[config.mk]
export PLATFORM = sky130hd
export DESIGN_NAME = right_rotation
export DESIGN_NICKNAME = d
export VERILOG_FILES = /design/src/rtl/right_rotation.sv
export SDC_FILE = /design/constraint.sdc
export NUM_CORES = 1
export LEC_CHECK = 0
export CAP_MARGIN = 20
export CORE_MARGIN = 2
export CORE_UTILIZATION = 30
export DETAILED_ROUTE_END_ITERATION = 16
export GPL_ROUTABILITY_DRIVEN = 0
export PLACE_DENSITY = 0.69
export SLEW_MARGIN = 20
export SYNTH_ARGS = -nofsm -noshare
export SYNTH_HDL_FRONTEND = slang
export SYNTH_SLANG_ARGS = --single-unit
[constraint.sdc]
create_clock -name clk -period 2.4 [get_ports clk]
set_input_delay 0.48 -clock clk [delete_from_list [all_inputs] [get_ports clk]]
set_output_delay 0.48 -clock clk [all_outputs]
set_load 0.1 [all_outputs]
[src/rtl/right_rotation.sv]
// Barrel rotator: rotates din right by s through a log2(WIDTH)-level mux network.
// Define RIGHT_ROTATION_COMB_EN for a purely combinational stage; default is one registered stage.
module right_rotation #(
   parameter int WIDTH = 8,
   parameter int SW    = $clog2(WIDTH)
) (
   input  logic             clk,
   input  logic             rst,
   input  logic [WIDTH-1:0] din,
   input  logic [SW-1:0]    s,
   input  logic             in_valid,
   output logic [WIDTH-1:0] dout,
   output logic             out_valid
);

   // Level k either passes its input through or rotates it right by 2^k.
   logic [SW:0][WIDTH-1:0] stage_s;

   assign stage_s[0] = din;

   for (genvar k = 0; k < SW; k++) begin : g_level
      localparam int AMT = 2 ** k;
      assign stage_s[k+1] = s[k] ? ((stage_s[k] >> AMT) | (stage_s[k] << (WIDTH - AMT)))
                                 : stage_s[k];
   end

`ifdef RIGHT_ROTATION_COMB_EN

   // Clock and reset stay on the port list so both builds share one footprint.
   logic unused_s;
   assign unused_s  = clk ^ rst;

   assign dout      = stage_s[SW];
   assign out_valid = in_valid;

`else

   // Output register: reset wins over a valid input, dout holds when idle.
   always_ff @(posedge clk) begin
      if (rst) begin
         dout      <= {WIDTH{1'b0}};
         out_valid <= 1'b0;
      end else if (in_valid) begin
         dout      <= stage_s[SW];
         out_valid <= 1'b1;
      end else begin
         dout      <= dout;
         out_valid <= 1'b0;
      end
   end

`endif

endmodule

==> results of run 1 <==
## power groups by stage
stage | Clock (uW) | Combinational, uW | Sequential, uW
2_1_floorplan | 0 | 63.3 | 259
3_3_place_gp | 0 | 200 | 171
3_5_place_dp | 0 | 202 | 171
5_1_grt | 124 | 210 | 169
6_report | 112 | 201 | 168
4_1_cts | 116 | 202 | 168
## worst max-delay path, cell delays in order
cell and delay, ns:
clkdlybuf4s50_1 0.70, mux4_1 0.61, a211oi_1 0.23
## cell type report
class / count / area, um2
tap: 27 / 33.78
fill: 213 / 1082
sequential: 9 / 180.2
timing repair buffer: 24 / 212.7
clock buffer: 4 / 26.28
multi-input combinational: 33 / 386.6
## per-layer routing
metal	routed length (um)	share of wire [%]	up-vias	global-route usage, %
met2	468	44	23	14.38
met1	466	44	216	9.430
met4	27	2.6	0	8.571
met3	91	8.6	4	2.469
li1	-	-	241	-
met5	0	0	-	0
## state kept, by name, summed over array words and instances, names as in the netlist
signal,flops
out_valid,1
dout,8
## logic make-up after synthesis
family / synth area share, %
AO/OA/AOI/OAI: 10.06
flip-flops: 30.19
AND/OR/NAND/NOR: 6.081
multiplexers: 48.64
buffers and inverters: 5.030
## placed cells by master (no fill, tap or decap)
cell and n:
nor2_1 8, dfxtp_1 9, buf_4 11, mux2i_1 8, a211oi_1 8, clkbuf_4 3
clkdlybuf4s50_1 13, mux4_1 8, clkbuf_1 1, nor2b_1 1
## final timing paths
path,start,to,slack [ns],depth (start not counted)
max,s[2],dout[3]$_SDFFE_PP0P_,0.55,3
min,dout[2]$_SDFFE_PP0P_,dout[2]$_SDFFE_PP0P_,0.48,2
max reg2reg,dout[6]$_SDFFE_PP0P_,dout[6]$_SDFFE_PP0P_,1.72,2
min reg2reg,dout[2]$_SDFFE_PP0P_,dout[2]$_SDFFE_PP0P_,0.48,2
## metrics by stage
step	power [uW]	instances	area (um2)
final	479.8	97	839.6
after floorplan	322.4	48	596.8
after CTS	485.3	97	839.6
after detailed placement	372.7	93	813.3
after global routing	502.8	97	839.6
after global placement	370.9	93	813.3
==> results.sh, run 1 <==
export IMPL_htreeDepth=1
export IMPL_syn_inst=48
export IMPL_period_needed_ns=1.851
export IMPL_die_y_um=48.60
export IMPL_avgSynthCellArea_um2=12.43
export IMPL_power_internal_uw=298.3
export IMPL_start_util_pct=31.05
export IMPL_p_sw_uw=181.6
export IMPL_grt_overflow_total=0
export IMPL_preCtsSetupSlack_ns=0.2940
export IMPL_grt_use_total_pct=8.995
export IMPL_hold_buffers=0
export IMPL_synth_cell_types=9
export IMPL_antenna_left=0
export IMPL_cts_max_path_buffers=2
export IMPL_row_count=16
export IMPL_crit_path_end_kind="flop"
export IMPL_fin_crit_sh_pct=77.13
export IMPL_ys_top_cells_by_area="mux4_1 35%, dfxtp_1 30%, mux2i_1 13%"
export IMPL_clk_latency_ns=0.25
export IMPL_wl_um=1054
export IMPL_whs_ns=0.4806
export IMPL_synthTopCellsByCount="9 x dfxtp_1, 8 x a211oi_1, 8 x mux2i_1, 8 x mux4_1, 8 x nor2_1"
export IMPL_post_cts_buffers=0
export IMPL_setup_viol=0
export IMPL_synthArstFlopShare_pct=0
export IMPL_rsz0062_at_grt="false"
export IMPL_drcViolationCount=0
export IMPL_worst_ep_required_time_ns=2.57
export IMPL_synthFlopType="dfxtp_1"
export IMPL_cts_made_buffers=3
export IMPL_hold_class="reg2reg"
export IMPL_final_setup_tns_ns=0
export IMPL_worstSetupPathType="in2reg"
export IMPL_path_max_fanout=8
export IMPL_grt_start_max_net_pins=18
export IMPL_relSlewSlack_pct=65.66
export IMPL_hold_viol=0
export IMPL_num_antenna_cells=0
export IMPL_grt_antenna_before_repair=0
export IMPL_clock_sinks=9
export IMPL_grt_pass1_wl_um=1600
export IMPL_cellLeakagePower_uw=0.0003539
export IMPL_die_area_um2=2362
export IMPL_cts_tree="built"
export IMPL_nets=85
export IMPL_cts_repair_resized=0
export IMPL_clkPwrFrac_pct=23.3
export IMPL_yosysWarnings=0
export IMPL_skew_ns=0
export IMPL_io_pins=23
export IMPL_drive_gt1_share_pct=20.00
export IMPL_yosysTopAreaCell="mux4_1"
export IMPL_synth_top_cell_area_share_pct=35.22
export IMPL_maxCapViolations=0
export IMPL_numPortBuffers=22
export IMPL_cts_root_buf="clkbuf_4"
export IMPL_arrival_ns=2.02
export IMPL_tightest_slew_ns=0.5135
export IMPL_drt_vias_per_instance=4.990
export IMPL_synth_seq_area_share_pct=30.19
export IMPL_outcome="finished, final reports clean"
export IMPL_core_um2=1922
export IMPL_power_density_nw_per_um2=571.5
export IMPL_cp_start_kind="primary input"
export IMPL_switching_share_pct=37.84
export IMPL_power_frac_seq_pct=34.9
export IMPL_grt_pass1_vias=394
export IMPL_final_core_util_pct=43.68
export IMPL_synth_edf_count=0
export IMPL_fmax_mhz=540.2
export IMPL_dr_first_iter_drc_count=4
export IMPL_wire_per_inst_um=10.87
export IMPL_first_pass_iters=3
export IMPL_clkTransAtPathRegs_ns=0.05
export IMPL_syn_nets=62
export IMPL_yosysMostFrequentCell="dfxtp_1"
export IMPL_slew_viol_final=0
export IMPL_area_growth_pct=40.67
export IMPL_ys_ff_latch=9
export IMPL_synth_area_um2=596.8
export IMPL_ir_drop_mv=0.2112
export IMPL_die_w_um=48.60
export IMPL_pwr_share_comb_pct=41.8
export IMPL_vias=484
export IMPL_setup_slack_ns=0.5490
Power figures use the tool's default switching activity.
==> run 2, diff against run 1 <==
Settings changed: PLACE_DENSITY 0.69 to 0.72.
Clock period 2.4 ns to 1.49 ns, I/O delays scaled along.
==> results.sh, run 2 (synthesized netlist as in run 1, its figures left out) <==
export IMPL_outcome="finished, final reports clean"
export IMPL_total_power_uw=899.3
export IMPL_grt_pass1_wl_um=2159
export IMPL_grt_antenna_before_repair=0
export IMPL_placed_cells=95
export IMPL_antenna_left=0
export IMPL_dr_first_iter_drc_count=6
export IMPL_io_pins=23
export IMPL_fin_crit_sh_pct=96.86
export IMPL_final_cell_mix="11 x buf_12, 9 x dfxtp_1, 9 x clkdlybuf4s50_1"
export IMPL_largestRegisters="dout (8), out_valid (1)"
export IMPL_final_cell_area_um2=1055
export IMPL_area_growth_pct=76.73
export IMPL_period_needed_ns=1.443
export IMPL_clkTransAtPathRegs_ns=0.06
export IMPL_final_common_cell="buf_12"
export IMPL_slew_viol_final=0
export IMPL_cts_root_buf="clkbuf_4"
export IMPL_p_sw_uw=338.5
export IMPL_cellLeakagePower_uw=0.0003971
export IMPL_num_antenna_cells=0
export IMPL_nets=87
export IMPL_htreeDepth=1
export IMPL_preCtsSetupSlack_ns=-0.4661
export IMPL_grt_start_max_net_pins=18
export IMPL_switching_share_pct=37.64
export IMPL_power_density_nw_per_um2=852.6
export IMPL_clock_sinks=9
export IMPL_rr_endpoint="dout[1]$_SDFFE_PP0P_"
export IMPL_setup_viol=0
export IMPL_n_fill_cell=165
export IMPL_worstSetupStartpoint="din[1]"
export IMPL_wire_per_inst_um=12.39
export IMPL_drt_vias_per_instance=5.000
export IMPL_grt_use_total_pct=12.15
export IMPL_final_core_util_pct=54.88
export IMPL_die_y_um=48.60
export IMPL_power_frac_seq_pct=31.3
export IMPL_fmax_mhz=692.9
export IMPL_worstSetupPathType="in2reg"
export IMPL_hold_class="reg2reg"
export IMPL_drive_gt1_share_pct=54.17
export IMPL_die_area_um2=2362
export IMPL_rr_worst_depth=2
export IMPL_reg2reg_from="dout[1]$_SDFFE_PP0P_"
export IMPL_setup_slack_ns=0.04684
export IMPL_power_internal_uw=560.8
export IMPL_row_count=16
export IMPL_arrival_ns=1.62
export IMPL_reg2reg_slack_ns=0.77
export IMPL_crit_end="dout[1]$_SDFFE_PP0P_"
export IMPL_drcViolationCount=0
export IMPL_clk_latency_ns=0.26
export IMPL_finalNonFillerCells=99
export IMPL_cp_start_kind="primary input"
export IMPL_grt_overflow_total=0
export IMPL_skew_ns=0
export IMPL_grt_pass1_vias=528
export IMPL_core_um2=1922
export IMPL_place_area_um2=965.9
export IMPL_path_max_fanout=4
export IMPL_crit_path_end_kind="flop"
export IMPL_numPortBuffers=22
export IMPL_clkPwrFrac_pct=20.9
export IMPL_die_w_um=48.60
export IMPL_regMostFlops="dout"
export IMPL_hold_viol=0
export IMPL_vias=495
export IMPL_first_pass_iters=3
export IMPL_dp_hpwl_um=981.2
export IMPL_cts_max_path_buffers=2
export IMPL_worst_ep_required_time_ns=1.67
export IMPL_hold_buffers=0
export IMPL_start_util_pct=31.05
export IMPL_maxCapViolations=0
export IMPL_cts_tree="built"
export IMPL_ir_drop_mv=0.2971
export IMPL_pwr_share_comb_pct=47.8
export IMPL_cts_made_buffers=3
export IMPL_wl_um=1227
export IMPL_largest_register_ffs=8
export IMPL_relSlewSlack_pct=69.87
export IMPL_rsz0062_at_grt="false"
export IMPL_tightest_slew_ns=0.4506
## run 2: worst max-delay path, cell delays in order
cell and delay [ns]:
clkdlybuf4s50_1 0.53, mux2i_2 0.12, mux4_2 0.46, a211oi_1 0.20
## run 2: area by class of cell
| class | instances | area (um2) | area share, % |
|---|---|---|---|
| clock buffer | 4 | 26.28 | 2.491 |
| multi-input combinational | 33 | 439.2 | 41.64 |
| sequential | 9 | 180.2 | 17.08 |
| tap | 27 | 33.78 | 3.203 |
| timing repair buffer | 26 | 375.4 | 35.59 |
## run 2: power groups by stage
stage	logic, uW	clock network [uW]	registers, uW
2_1_floorplan	102	0	417
3_3_place_gp	382	0	286
3_5_place_dp	388	0	287
4_1_cts	433	196	282
5_1_grt	447	205	284
6_report	429	188	282
## run 2: worst min-delay path by stage
| stage | startpoint | endpoint | slack [ns] | depth (start not counted) |
|---|---|---|---|---|
| after global placement | dout[5]$_SDFFE_PP0P_ | dout[5]$_SDFFE_PP0P_ | 0.51 | 2 |
| after CTS | dout[1]$_SDFFE_PP0P_ | dout[1]$_SDFFE_PP0P_ | 0.54 | 2 |
| after detailed placement | dout[7]$_SDFFE_PP0P_ | dout[7]$_SDFFE_PP0P_ | 0.52 | 2 |
| after global routing | dout[4]$_SDFFE_PP0P_ | dout[4]$_SDFFE_PP0P_ | 0.58 | 2 |
| final | dout[1]$_SDFFE_PP0P_ | dout[1]$_SDFFE_PP0P_ | 0.54 | 2 |
| after floorplan | rst | out_valid$_SDFF_PP0_ | 0.60 | 2 |
## run 2: stage by stage
| step | TNS, ns | hold slack [ns] |
|---|---|---|
| after floorplan | 0 | 0.5974 |
| after global placement | -3.076 | 0.5140 |
| after detailed placement | -3.500 | 0.5192 |
| after CTS | 0 | 0.5423 |
| after global routing | 0 | 0.5789 |
| final | 0 | 0.5395 |
## run 2: per-layer routing
| metal | vias up | wire length, um | global-route usage (%) | share of wire [%] |
|---|---|---|---|---|
| li1 | 235 | - | - | - |
| met1 | 232 | 505 | 12.38 | 41 |
| met2 | 23 | 598 | 20.55 | 49 |
| met3 | 5 | 80 | 3.395 | 6.5 |
| met4 | 0 | 43 | 10.00 | 3.5 |
| met5 | - | 0 | 0 | 0 |
## run 2: what timing repair did
| item | in CTS | in global routing |
|---|---|---|
| endpoints found under the setup margin | 8 | 3 |
| endpoints found under the hold margin | 0 | 0 |
| gates cloned | 0 | 0 |
| pin swaps | 8 | 0 |
| buffers inserted | 0 | 0 |
| resized for setup | 27 | 3 |
